[src/rtl/alu_cmd_sequencer.sv]
// rtl/alu_cmd_sequencer.sv - valid/ready command sequencer for the ALU register-file write port (optional ALU_SEQ_SKIP_EN)
module alu_cmd_sequencer #(
    parameter int OPERAND_WIDTH    = 8,
    parameter int INST_ADDR_LENGTH = 2,
    parameter int ADDR_OP          = 0,
    parameter int ADDR_A           = 1,
    parameter int ADDR_B           = 2,
    parameter int OP_MULT          = 2
) (
    input  logic                        clk,
    input  logic                        rstN,
    input  logic                        cmd_valid,
    output logic                        cmd_ready,
    input  logic [OPERAND_WIDTH-1:0]    cmd_op,
    input  logic [OPERAND_WIDTH-1:0]    cmd_a,
    input  logic [OPERAND_WIDTH-1:0]    cmd_b,
    output logic                        writeEn,
    output logic [INST_ADDR_LENGTH-1:0] writeAddress,
    output logic [OPERAND_WIDTH-1:0]    inst,
    input  logic [OPERAND_WIDTH-1:0]    alu_result,
    input  logic                        alu_error,
    input  logic                        alu_zero,
    input  logic                        alu_carry,
    input  logic                        alu_overflow,
    output logic                        rsp_valid,
    input  logic                        rsp_ready,
    output logic [OPERAND_WIDTH-1:0]    rsp_result,
    output logic                        rsp_error,
    output logic                        rsp_zero,
    output logic                        rsp_carry,
    output logic                        rsp_overflow,
    output logic                        busy
);
    localparam int OW = OPERAND_WIDTH;
    localparam int AW = INST_ADDR_LENGTH;

    localparam logic [2:0] S_IDLE      = 3'd0;
    localparam logic [2:0] S_WR_A      = 3'd1;
    localparam logic [2:0] S_WR_B      = 3'd2;
    localparam logic [2:0] S_WR_OP     = 3'd3;
    localparam logic [2:0] S_SETTLE    = 3'd4;
    localparam logic [2:0] S_MULT_WAIT = 3'd5;
    localparam logic [2:0] S_RESP      = 3'd6;

    localparam logic [OW-1:0] MULT_CODE = OW'(OP_MULT);
    localparam logic [AW-1:0] OP_ADDR   = AW'(ADDR_OP);
    localparam logic [AW-1:0] A_ADDR    = AW'(ADDR_A);
    localparam logic [AW-1:0] B_ADDR    = AW'(ADDR_B);

    logic [2:0]    state, state_d;
    logic [OW-1:0] op_q, a_q, b_q;
    logic [2:0]    need_q;      // {op, b, a}: which registers this command writes
    logic [2:0]    need_new;
    logic          hold_q, hold_d;
    logic          capture;
    logic          we_d;
    logic [AW-1:0] addr_d;
    logic [OW-1:0] inst_d;
    logic [OW-1:0] a_src, b_src, op_src;

    // Earliest pending write, in operand-first order, or SETTLE if none remain.
    function automatic logic [2:0] first_write(input logic [2:0] need);
        if (need[0])      return S_WR_A;
        else if (need[1]) return S_WR_B;
        else if (need[2]) return S_WR_OP;
        else              return S_SETTLE;
    endfunction

`ifdef ALU_SEQ_SKIP_EN
    logic [OW-1:0] sh_a, sh_b, sh_op;
    logic [2:0]    sh_vld;

    assign need_new = {!(sh_vld[2] && (sh_op == cmd_op)),
                       !(sh_vld[1] && (sh_b  == cmd_b)),
                       !(sh_vld[0] && (sh_a  == cmd_a))};

    // Shadow of each ALU register, refreshed only when a write is actually issued.
    always_ff @(posedge clk or negedge rstN) begin
        if (!rstN) begin
            sh_a   <= '0;
            sh_b   <= '0;
            sh_op  <= '0;
            sh_vld <= 3'b000;
        end else begin
            if (state_d == S_WR_A) begin
                sh_a      <= a_src;
                sh_vld[0] <= 1'b1;
            end
            if (state_d == S_WR_B) begin
                sh_b      <= b_src;
                sh_vld[1] <= 1'b1;
            end
            if (state_d == S_WR_OP) begin
                sh_op     <= op_src;
                sh_vld[2] <= 1'b1;
            end
        end
    end
`else
    assign need_new = 3'b111;
`endif

    // In IDLE the command is not latched yet, so writes source straight from the port.
    assign a_src  = (state == S_IDLE) ? cmd_a  : a_q;
    assign b_src  = (state == S_IDLE) ? cmd_b  : b_q;
    assign op_src = (state == S_IDLE) ? cmd_op : op_q;

    assign cmd_ready = (state == S_IDLE);
    assign busy      = (state != S_IDLE);
    assign rsp_valid = (state == S_RESP);

    // Next-state selection; an all-skipped command spends one extra cycle in SETTLE
    // so the fastest response still arrives two cycles after acceptance.
    always_comb begin
        state_d = state;
        hold_d  = hold_q;
        capture = 1'b0;
        case (state)
            S_IDLE: begin
                if (cmd_valid) begin
                    state_d = first_write(need_new);
                    hold_d  = (need_new == 3'b000);
                end
            end
            S_WR_A:  state_d = first_write(need_q & 3'b110);
            S_WR_B:  state_d = first_write(need_q & 3'b100);
            S_WR_OP: state_d = S_SETTLE;
            S_SETTLE: begin
                if (hold_q) begin
                    hold_d = 1'b0;
                end else if (op_q == MULT_CODE) begin
                    state_d = S_MULT_WAIT;
                end else begin
                    capture = 1'b1;
                    state_d = S_RESP;
                end
            end
            S_MULT_WAIT: begin
                capture = 1'b1;
                state_d = S_RESP;
            end
            S_RESP: begin
                if (rsp_ready) state_d = S_IDLE;
            end
            default: state_d = S_IDLE;
        endcase
    end

    // Write-port values for the state being entered, so they are registered outputs.
    always_comb begin
        we_d   = 1'b0;
        addr_d = writeAddress;
        inst_d = inst;
        case (state_d)
            S_WR_A: begin
                we_d   = 1'b1;
                addr_d = A_ADDR;
                inst_d = a_src;
            end
            S_WR_B: begin
                we_d   = 1'b1;
                addr_d = B_ADDR;
                inst_d = b_src;
            end
            S_WR_OP: begin
                we_d   = 1'b1;
                addr_d = OP_ADDR;
                inst_d = op_src;
            end
            default: ;
        endcase
    end

    // State, write port, latched command and captured response registers.
    always_ff @(posedge clk or negedge rstN) begin
        if (!rstN) begin
            state        <= S_IDLE;
            hold_q       <= 1'b0;
            writeEn      <= 1'b0;
            writeAddress <= '0;
            inst         <= '0;
            op_q         <= '0;
            a_q          <= '0;
            b_q          <= '0;
            need_q       <= 3'b000;
            rsp_result   <= '0;
            rsp_error    <= 1'b0;
            rsp_zero     <= 1'b0;
            rsp_carry    <= 1'b0;
            rsp_overflow <= 1'b0;
        end else begin
            state        <= state_d;
            hold_q       <= hold_d;
            writeEn      <= we_d;
            writeAddress <= addr_d;
            inst         <= inst_d;
            if ((state == S_IDLE) && cmd_valid) begin
                op_q   <= cmd_op;
                a_q    <= cmd_a;
                b_q    <= cmd_b;
                need_q <= need_new;
            end
            if (capture) begin
                rsp_result   <= alu_result;
                rsp_error    <= alu_error;
                rsp_zero     <= alu_zero;
                rsp_carry    <= alu_carry;
                rsp_overflow <= alu_overflow;
            end
        end
    end
endmodule

[config.mk]
export PLATFORM = sky130hd
export DESIGN_NAME = alu_cmd_sequencer
export DESIGN_NICKNAME = d
export VERILOG_FILES = /design/src/rtl/alu_cmd_sequencer.sv
export SDC_FILE = /design/constraint.sdc
export NUM_CORES = 1
export LEC_CHECK = 0
export CAP_MARGIN = 10
export CORE_AREA = 3 3 80 67
export DETAILED_ROUTE_END_ITERATION = 6
export DIE_AREA = 0 0 83 70
export PLACE_DENSITY_LB_ADDON = 0.3
export SYNTH_ARGS = -nofsm -noshare
export SYNTH_HDL_FRONTEND = slang
export SYNTH_SLANG_ARGS = --single-unit
[constraint.sdc]
create_clock -name clk -period 1.8 [get_ports clk]
set_input_delay 0.36 -clock clk [delete_from_list [all_inputs] [get_ports clk]]
set_output_delay 0.36 -clock clk [all_outputs]
set_load 0.01 [all_outputs]
# Yosys cells after proc, flatten, opt, wreduce, memory -nomap -nowiden
# Index checks and enable logic that the tools add are counted.
# Widths: inputs -> output; s select.
# classes
eq_ne,11
muxes,18
n_reduce_logical,7
# ops
operator,count
$mux 8,3
$pmux 8 s3,1
$pmux 3 s7,1
$mux 3,5
$eq 3x2->1 const B,4
$eq 3x3->1 const B,3
$eq 8x2->1 const B,1
$eq 3x1->1 const B,2
$pmux 2 s3,1
$reduce_bool 3->1,2
$mux 1,4
$pmux 1 s2,2
$logic_not 3->1,1
$reduce_or 3->1,1
$mux 2,1
$ne 2x2->1 const B,1
$reduce_and 2->1,1
$reduce_bool 2->1,1
$logic_and 1x1->1,1
# word_totals
input_bits,40
reg_bits,52
wordCells,50
output_inout_bits,26

# Logic depth before layout (Yosys ltp)
# logic_depth
ltp_word,7
ltp_mapped,7
mapped_depth_nobuf,4

# Least setup slack after synthesis
# Ideal clock, no wire load.
# synth_timing
kind,reg2reg
start,reg state[0]
end,reg b_q[0]
n_path_buf,3
stages_incl_launch_ff,8
slack_ns,0.063
t_arrival_ns,1.612
required_time_ns,1.675
path_cell_list,dfrtp_1 > buf_6 > or3_4 > inv_2 > and2_4 > buf_12 > buf_12 > mux2_4
# synth_between
elab_chain_cells,2
# synth_rtl
item,line_no,rtl
start: declaration,50,"logic [2:0] state, state_d;"
start signal: assignment,192,state <= state_d;
$logic_not 3->1,-,
net cmd_ready,13,"output logic cmd_ready,"
$logic_and 1x1->1,197,if ((state == S_IDLE) && cmd_valid) begin
end signal: assignment,200,b_q <= cmd_b;
end: declaration,51,"logic [OW-1:0] op_q, a_q, b_q;"
# The timed path passes the listed nets, and every way through them passes these cells.
# A chain may end at the register's enable or synchronous reset.

# Worst setup path after layout
# layout_timing
start,reg state[1]
end,reg inst[2]
# layout_between
elab_chain_cells,4
elab_cells_between_ends,19
classes_between,9 x eq/ne; 8 x mux; 2 x reduce/logical
# layout_rtl
item,line_no,rtl
"$eq 3x3->1, or another cell as far along",118,case (state)
$pmux 3 s7,118,
$eq 3x2->1 or $eq 3x1->1 (tied branches),154,case (state_d)
$pmux 8 s3 or $reduce_bool 3->1 (tied branches),-,
end signal: assignment,196,inst <= inst_d;
end: declaration,19,"output logic [OPERAND_WIDTH-1:0] inst,"
# Parallel ways exist; a longest one is shown, timed or not.

==> summary.md <==
| Metric | Value |
|---|---|
| WL met2 | 1937 microns |
| Tmin final | 1.742 ns |
| Crit path kind | reg2reg |
| Die area | just under 6000 sq um |
| CTS sink count | 43 |
| Drt total wl | around 4400 microns |
| Clock skew | approximately 0.0072 ns |
| Post-synthesis mux area share | 0.2367 |
| Top fanout value on the critical path | 9 |
| Main synth FF type | dfrtp_1 |
| Top Metal Used | met4 |
| Share of synthesized cell area in full adder, half adder and majority cells | 0 |
| Syn Nets | 198 |
| Top cell type's share of synthesized area | 0.5140 |
| Finished Core Util | 0.6383 |
| Status | finished, final reports clean |
| Routed via count | 1,469 |
| Post-synth EDFFs | 0 |
| Synth top area cells | dfrtp_1, mux2_4, mux2_2, buf_12, a21oi_1 |
| Max-Cap Viols | 0 |
| CP arrival | 1.92 ns |
| Gr usage total | 0.1587 |
| Setup Viol. Count Final | 0 |
| Pwr dens | 1689 nW/um^2 |
| FMAX | 574.0 MHz |
| Starting Density | 0.4581 |
| Router iterations before antenna repair | 4 |
| CTS tree | built |
| Drt wl/cell | between 15 and 20 microns |
| Post-synthesis async set-or-reset flop share | 1.000 |
| Design area | 2917 sq um |
| GP Congestion | 0.8266 |
| Slew @ Worst Pin | 0.4774 ns |
| Routed vias/inst | 5.066 |
| Hold Crit Class | in2async |
| Post-synth top cells | dfrtp_1, mux2_4, mux2_2 |
| R2r worst-path depth | 6 |
| Count of cell types in the netlist | 36 |
| Clk_lat worst skew | around 0.3 ns |
| H-Tree Depth | 2 |
| Final WS setup | 0.05782 ns |
| Critical Path Sink Type | flop |
| Internal reg-to-reg setup slack | 0.06 ns |
| Initial antenna violation count | 0 |
| Crit share post-route | 0.9679 |
| Core area | 4569 sq um |
| Worst setup SP type | flop |
| Simple-Gate Fraction of Synth Area | 0.1082 |
| Yosys reg bits | 43 |
| Reg-to-Reg Start | state[1] |
| First-pass GRT wire length | 7162 microns |
| Post-synth top area cell | dfrtp_1 |
| Final max-slew violation count | 0 |
| Synth Area in XOR/XNOR | 0.004184 |
| Layout Nets | 269 |
| Seq/Total Area, Yosys | 0.5140 |
| Clk root buf | clkbuf_8 |
| Wire length on met3 | 287 microns |
| Total congestion overflow | 0 |
| N_diodes | 0 |
| Clock-pin slew on the worst setup and hold paths | 0.08 ns |
| Deepest clock path buffer count | 2 |
| Top-count cell post-synth | dfrtp_1 |
| Initial DRC count | 39 |
| Final setup TNS | 0 ns |
| Maximum vdd drop | 0.8691 mV |
| RSZ-0062 raised after global routing | false |
| CP required | slightly below 2 ns |
| Number of global-route vias before repair | 1,443 |
| Lkg Pwr | 1.256 nW |
| Worst slack, placed | -0.07411 ns |
| Avg Cell Area, Syn | 13.25 sq um |
| Met1 WL | 2148 microns |
| Post-synthesis compound-gate area fraction | 0.07651 |
| Critical R2R Capture | inst[2] |
| Final Hold Viols | 0 |
| DRC | 0 |
| Area growth syn-to-layout | 39.33% |
| Post-synth design cell area | 2093 sq um |
| DP Wirelength | around 3300 microns |
| Synth warnings | 0 |
| Total CTS buffers | 5 |
| Slew Limit Headroom | 0.6817 |
| Largest net degree at the start of global routing | 25 |
| Power Total | roughly 4.9 mW |
| Post-Syn Instances | 158 |
| Rows | 22 |
| IO Pins | 66 |
| Width of the die | ~83 microns |
| IO buf count | 65 |
| Combinational family with the most area after synthesis | multiplexers |
| Post-place instance area | 2811 sq um |
| Die Y | 70 microns |
| # fillers | approximately 380 |
| Layout cells sized above 1 | 0.2870 |
| Routed Antenna Nets | 0 |
## registers in the layout (all words and copies together) (netlist names), 2 cells and up
name / count
inst: 8
rsp_result: 8
b_q: 8
writeAddress: 2
op_q: 8
state: 3
## report_power, final
part / total [mW] / internal, mW / switching (mW)
clock: 0.586 / 0.272 / 0.314
sequential: 1.73 / 1.43 / 0.306
combinational: 2.61 / 1.60 / 1.00
total: 4.93 / 3.30 / 1.62
## routing by layer
layer,vias up,GRT usage
li1,691,-
met1,716,0.2303
met2,56,0.2162
met3,6,0.06486
met4,0,0.04356
met5,-,0
## worst max-delay path, cell delays in order, from the launching register on
cell and delay, ns:
dfrtp_2 0.41, buf_4 0.16, nand2b_1 0.16, and2_1 0.21
nor3_4 0.20, buf_12 0.15, mux2_2 0.33
## how the worst max path moves through the flow
stage	from	to	depth (start not counted)
after floorplan	state[0]	b_q[0]	7
after global placement	cmd_valid	inst[4]	6
after detailed placement	cmd_valid	inst[2]	6
after CTS	state[0]	cmd_ready	3
after global routing	state[1]	rsp_result[2]	5
final	state[1]	inst[2]	6
## layout make-up
class,count,area [sq um],share of cell area
flip-flops and latches,43,1077,0.3694
multi-input cells,99,912.1,0.3127
clock buffers,7,76.32,0.02617
well taps,60,75.07,0.02574
inverters,5,18.77,0.006435
clock inverters,1,5.005,0.001716
repair buffers,75,752.0,0.2578
## cells by family after synthesis
logic type / after synthesis
AOI/OAI and AO/OA: 26
xor gates and xnor gates: 1
buffers and inverters: 16
DFF: 43
muxes: 36
and+or+nand+nor: 36
## cells in the final DEF (no fill, tap or decap), drive strengths merged
cell	n
mux2	36
clkdlybuf4s50	61
a311oi	1
nor4bb	1
nor2b	9
o32ai	1
o2bb2ai	1
and2	3
or3	2
nor3	1
nand2	9
nor4b	1
nor4	1
dfrtp	43
dlygate4sd2	1
clkbuf	8
xnor2	1
clkdlybuf4s15	1
o21a	1
nor2	4
buf	11
a211o	1
or2	2
and3	1
clkinv	1
o21ai	8
o211ai	1
nand2b	1
o31a	1
inv	5
nand4b	1
a21oi	11
## what timing repair did
item | CTS | global route
setup buffers | 1 | 0
hold buffers | 0 | 0
resized for setup | 5 | 6
setup endpoints to repair | 3 | 6
gates cloned | 0 | 0
## stage by stage
stage	std cells	hold WS, ns
finish	290	0.01349
CTS	290	0.01702
detailed placement	281	0.3400
floorplan	158	0.06441
global placement	281	0.3449
global route	290	0.03369
No activity file was read; power rests on OpenSTA's default activity.
==> RTL edit 1: new RTL, config.mk and constraints unchanged <==
Set the parameter `INST_ADDR_LENGTH` to 1 (it was 2).
--- a/src/rtl/alu_cmd_sequencer.sv
+++ b/src/rtl/alu_cmd_sequencer.sv
@@ -1,7 +1,7 @@
 // rtl/alu_cmd_sequencer.sv - valid/ready command sequencer for the ALU register-file write port (optional ALU_SEQ_SKIP_EN)
 module alu_cmd_sequencer #(
     parameter int OPERAND_WIDTH    = 8,
-    parameter int INST_ADDR_LENGTH = 2,
+    parameter int INST_ADDR_LENGTH = 1,
     parameter int ADDR_OP          = 0,
     parameter int ADDR_A           = 1,
     parameter int ADDR_B           = 2,
Ports: changed (resized writeAddress); port bits go from 66 to 65. No check against the original RTL was run, so the function may have changed too.
==> RTL edit 1 against the original RTL <==
- routed wire length grew 2.9%
- non-clock buffer count is 3 higher
- die area stayed put
- setup slack lost 0.016 ns
- sequential cell count down 1
- area after synthesis down 9.4%
- utilization shrank 2.3 points
- final cell count fell by 2.8%
- combinational power down 10%
- cell area fell by 3.6%
- power down 4.6%
- critical path type unchanged
- critical endpoint is now rsp_error
==> RTL edit 1: results <==
[status]
status = finished, final reports clean

[power_and_ir_drop]
seq_power_share = 0.356
intPower_mw = 3.13
sw_frac_of_total = 0.334
max-vdd-ir-drop_v = 0.000729
p_comb_mw = 2.34
power.leakage_nw = 1.18

[detailed_routing]
wl_per_cell_um = 16.1
wl_met1_um = 1930
dr_total_vias = 1424
route.met3.wl_um = 166
drt_pass1_iterations = 4
wl_um = 4550
met2_length_um = 2410
drt_iter0_drc = 96

[global_route]
grt_pass1_wl_um = 7920
grt_use_met2 = 0.293
grt_pass1_vias = 1591
met3_usage = 0.0425
grt_max_degree = 43
grt.met1_usage = 0.215
grt_usage = 0.171

[placement]
dp_hpwl_um = 3450
dpl.cell_count = 272
dp_slack_ns = -0.165
gp_congestion = 0.766
placed_cell_area_mm2 = 0.00268
io_buffers = 64

[clock_tree]
clockBufferDepth = 2
cts.htree.levels = 2
clk_latency_ns = 0.29
cts_resized = 4
clk_pin_slew_ns = 0.07
post_cts_buffers = 2

[sta]
finClkSkew_ns = 0.00458
relSlewSlack = 0.539
fin_setup_tns_ns = 0

[cells_and_area]
num-nets-final = 261
fillCellCount = 383
layout-drive-gt1-share = 0.324
utilization = 0.615

[synthesis]
synthArstFlopShare = 1.00
synth.area.mux_share = 0.214
yosys-top-cells-count = dfrtp_1 (42), mux2_2 (33), nand2_1 (11)
synth-xor-area-share = 0.00462
synth-compound-area-share = 0.103
syn_avg_cell_area_um2 = 13.3
ys_seq_area_frac = 0.554
synthTopCellsByArea = dfrtp_1 (55%), mux2_2 (20%), a22oi_1 (3.6%), o21ai_0 (2.4%), nand2_1 (2.2%)
synth_nets = 183
yosysUniqueCellTypes = 32

[critical_path]
arrival_ns = 1.93
critPathTopFamily = simple AND/OR/NAND/NOR gates
cp_slowest_cell = nor4b_2
crit_path_max_fanout = 12
max_stage_delay_ns = 0.51
RTL edit 1: cell types whose count changed in the layout (fill, tap and decap cells not counted), moves of 3 or more:
cell	before	now
mux2_4	24	0
mux2_2	12	33
a21oi_1	10	0
a22oi_1	0	9
nor2b_1	8	0
buf_4	7	12
clkbuf_8	5	8
mux2_1	0	3
nand3_1	0	3
nor2_1	4	1
RTL edit 1: path summary, 6_finish.rpt:
kind | startpoint | end | slack [ns] | depth (start not counted)
max in group asynchronous | rstN | state[0] | 1.31 | 2
max reg2reg | op_q[0] | rsp_error | 0.04 | 3
max | op_q[0] | rsp_error | 0.04 | 3
min | rstN | rsp_result[7] | 0.13 | 2
min reg2reg | rsp_zero | rsp_zero | 0.50 | 1
min in group clk | rsp_zero | rsp_zero | 0.50 | 1
RTL edit 1: final cells by class:
cell class                      instances  share of cell area
Clock buffer                            8              0.0392
Sequential cell                        42               0.374
Tap cell                               60              0.0267
Inverter                                5             0.00846
Multi-Input combinational cell         89               0.280
Timing Repair Buffer                   78               0.271
==> RTL edit 2: new RTL, same flow settings <==
Made on the original files. Register the output `rsp_overflow` once more, with the module's reset; this adds one clock of latency there. The other outputs are not delayed to match.
--- a/src/rtl/alu_cmd_sequencer.sv
+++ b/src/rtl/alu_cmd_sequencer.sv
@@ -47,6 +47,8 @@
     localparam logic [AW-1:0] A_ADDR    = AW'(ADDR_A);
     localparam logic [AW-1:0] B_ADDR    = AW'(ADDR_B);
 
+    logic rsp_overflow_s0;
+
     logic [2:0]    state, state_d;
     logic [OW-1:0] op_q, a_q, b_q;
     logic [2:0]    need_q;      // {op, b, a}: which registers this command writes
@@ -187,7 +189,7 @@
             rsp_error    <= 1'b0;
             rsp_zero     <= 1'b0;
             rsp_carry    <= 1'b0;
-            rsp_overflow <= 1'b0;
+            rsp_overflow_s0 <= 1'b0;
         end else begin
             state        <= state_d;
             hold_q       <= hold_d;
@@ -205,9 +207,17 @@
                 rsp_error    <= alu_error;
                 rsp_zero     <= alu_zero;
                 rsp_carry    <= alu_carry;
-                rsp_overflow <= alu_overflow;
+                rsp_overflow_s0 <= alu_overflow;
             end
         end
     end
+    always_ff @(posedge clk or negedge rstN) begin
+        if (!rstN) begin
+            rsp_overflow <= '0;
+        end else begin
+            rsp_overflow <= rsp_overflow_s0;
+        end
+    end
+
 endmodule
 
Formal check against the unedited RTL: not equivalent (Yosys sat finds a counterexample within 10 cycles, from zero or initial values and one cycle with rstN low).
==> RTL edit 2 against the original RTL <==
- power is 0.89% higher
- final cell count is 0.69% lower
- synthesized cell count is 5.1% lower
- area after synthesis is 5.4% lower
- routed wire length is 11% higher
- cell area is 0.90% higher
- sequential share of layout area is 0.52 points higher
- die area stayed put
- sequential cell count is 1 higher
- setup slack worse by 0.015 ns
- via count is 0.54% higher
- critical path depth stayed put
- critical endpoint is now inst[0]
- largest power group unchanged
==> RTL edit 2: results <==
[detailed_routing]
wl_per_cell_um = 17.1
wl_um = 4910
drt_pass1_iterations = 4
dr_total_vias = 1477
drt_iter0_drc = 81

[global_route]
grt_pass1_wl_um = 8210
grt_usage = 0.176
grt_max_degree = 27
grt_pass1_vias = 1672
grt.met1_usage = 0.211
grt_use_met2 = 0.311
antenna_found_initial = 0
met3_usage = 0.0389

[critical_path]
crit_path_max_fanout = 9
max_stage_delay_ns = 0.43
critPathTopFamily = compound AO/OA/AOI/OAI gates
r2r_start = state[1]
r2r_cells = 6
arrival_ns = 1.95
endpoint = inst[0]

[cells_and_area]
n_antenna_cell = 0
num-nets-final = 267
design_area_mm2 = 0.00294
fillCellCount = 379
layout-drive-gt1-share = 0.320

[run]
drv_cap = 0

[clock_tree]
clk_latency_ns = 0.30
clockBufferDepth = 2
clk_pin_slew_ns = 0.09
cts_root_buf = clkbuf_8

[synthesis]
yosysUniqueCellTypes = 34
synth_nets = 190
synthTopCellsByArea = dfrtp_1 (56%), mux2_2 (20%), o2bb2ai_1 (3.5%), a31oi_1 (2.8%), nor2b_1 (2.2%)
yosys-top-cells-count = dfrtp_1 (44), mux2_2 (35), a31oi_1 (9)
yosysTopAreaCellShare = 0.556
syn_avg_cell_area_um2 = 13.2
ys_seq_area_frac = 0.556
synthArstFlopShare = 1.00

[placement]
dpl.cell_count = 278
gp_congestion = 0.835
dp_slack_ns = -0.149
placed_cell_area_mm2 = 0.00276
dp_hpwl_um = 3650

[status]
status = finished, final reports clean

[power_and_ir_drop]
max-vdd-ir-drop_v = 0.000752
power.leakage_nw = 1.22

[sta]
worst_pin_slew_ns = 0.555
finalCriticalPeriod_ns = 1.76
finClkSkew_ns = 0.00914
[RTL edit 2: per-layer routing]
| layer | wire length, µm | share of wire |
|---|---|---|
| met5 | 0 | 0 |
| met4 | 78 | 0.016 |
| met3 | 219 | 0.045 |
| met2 | 2570 | 0.52 |
| met1 | 2050 | 0.42 |
[RTL edit 2: logic make-up after synthesis]
group | count (synthesis) | share of synthesized area
AOI/OAI and AO/OA | 28 | 0.108
and+or+nand+nor | 26 | 0.0834
buffers and inverters | 15 | 0.0430
xor gates and xnor gates | 1 | 0.00443
muxes | 36 | 0.205
DFF | 44 | 0.556
[RTL edit 2: cell type report]
cell class / count / share of cell area
sequential: 44 / 0.375
multi-input combinational: 91 / 0.291
timing repair buffer: 80 / 0.269
clock buffer: 6 / 0.0281
tap: 60 / 0.0255
inverter: 5 / 0.00638
clock inverter: 2 / 0.00510
[RTL edit 2: what timing repair did]
item / CTS / global route
setup buffers: 1 / 0
gates resized for setup: 8 / 15
pin swaps: 1 / 1
setup endpoints to repair: 4 / 21
cloned: 0 / 1
[RTL edit 2: worst min path at each step]
stage	start	slack (ns)	cells past startpoint	end
floorplan	rstN	0.06	0	b_q[0]
global placement	rsp_overflow_s0	0.36	0	rsp_overflow
detailed placement	rstN	0.38	1	rsp_result[2]
CTS	rstN	0.06	1	b_q[1]
global route	rstN	0.09	1	b_q[1]
finish	rstN	0.04	1	b_q[1]
[RTL edit 2: power by group]
group	internal, mW	switching, mW	total [mW]
Combinational	1.49	1.06	2.55
Clock	0.311	0.348	0.658
Sequential	1.46	0.303	1.76
Total	3.26	1.71	4.97
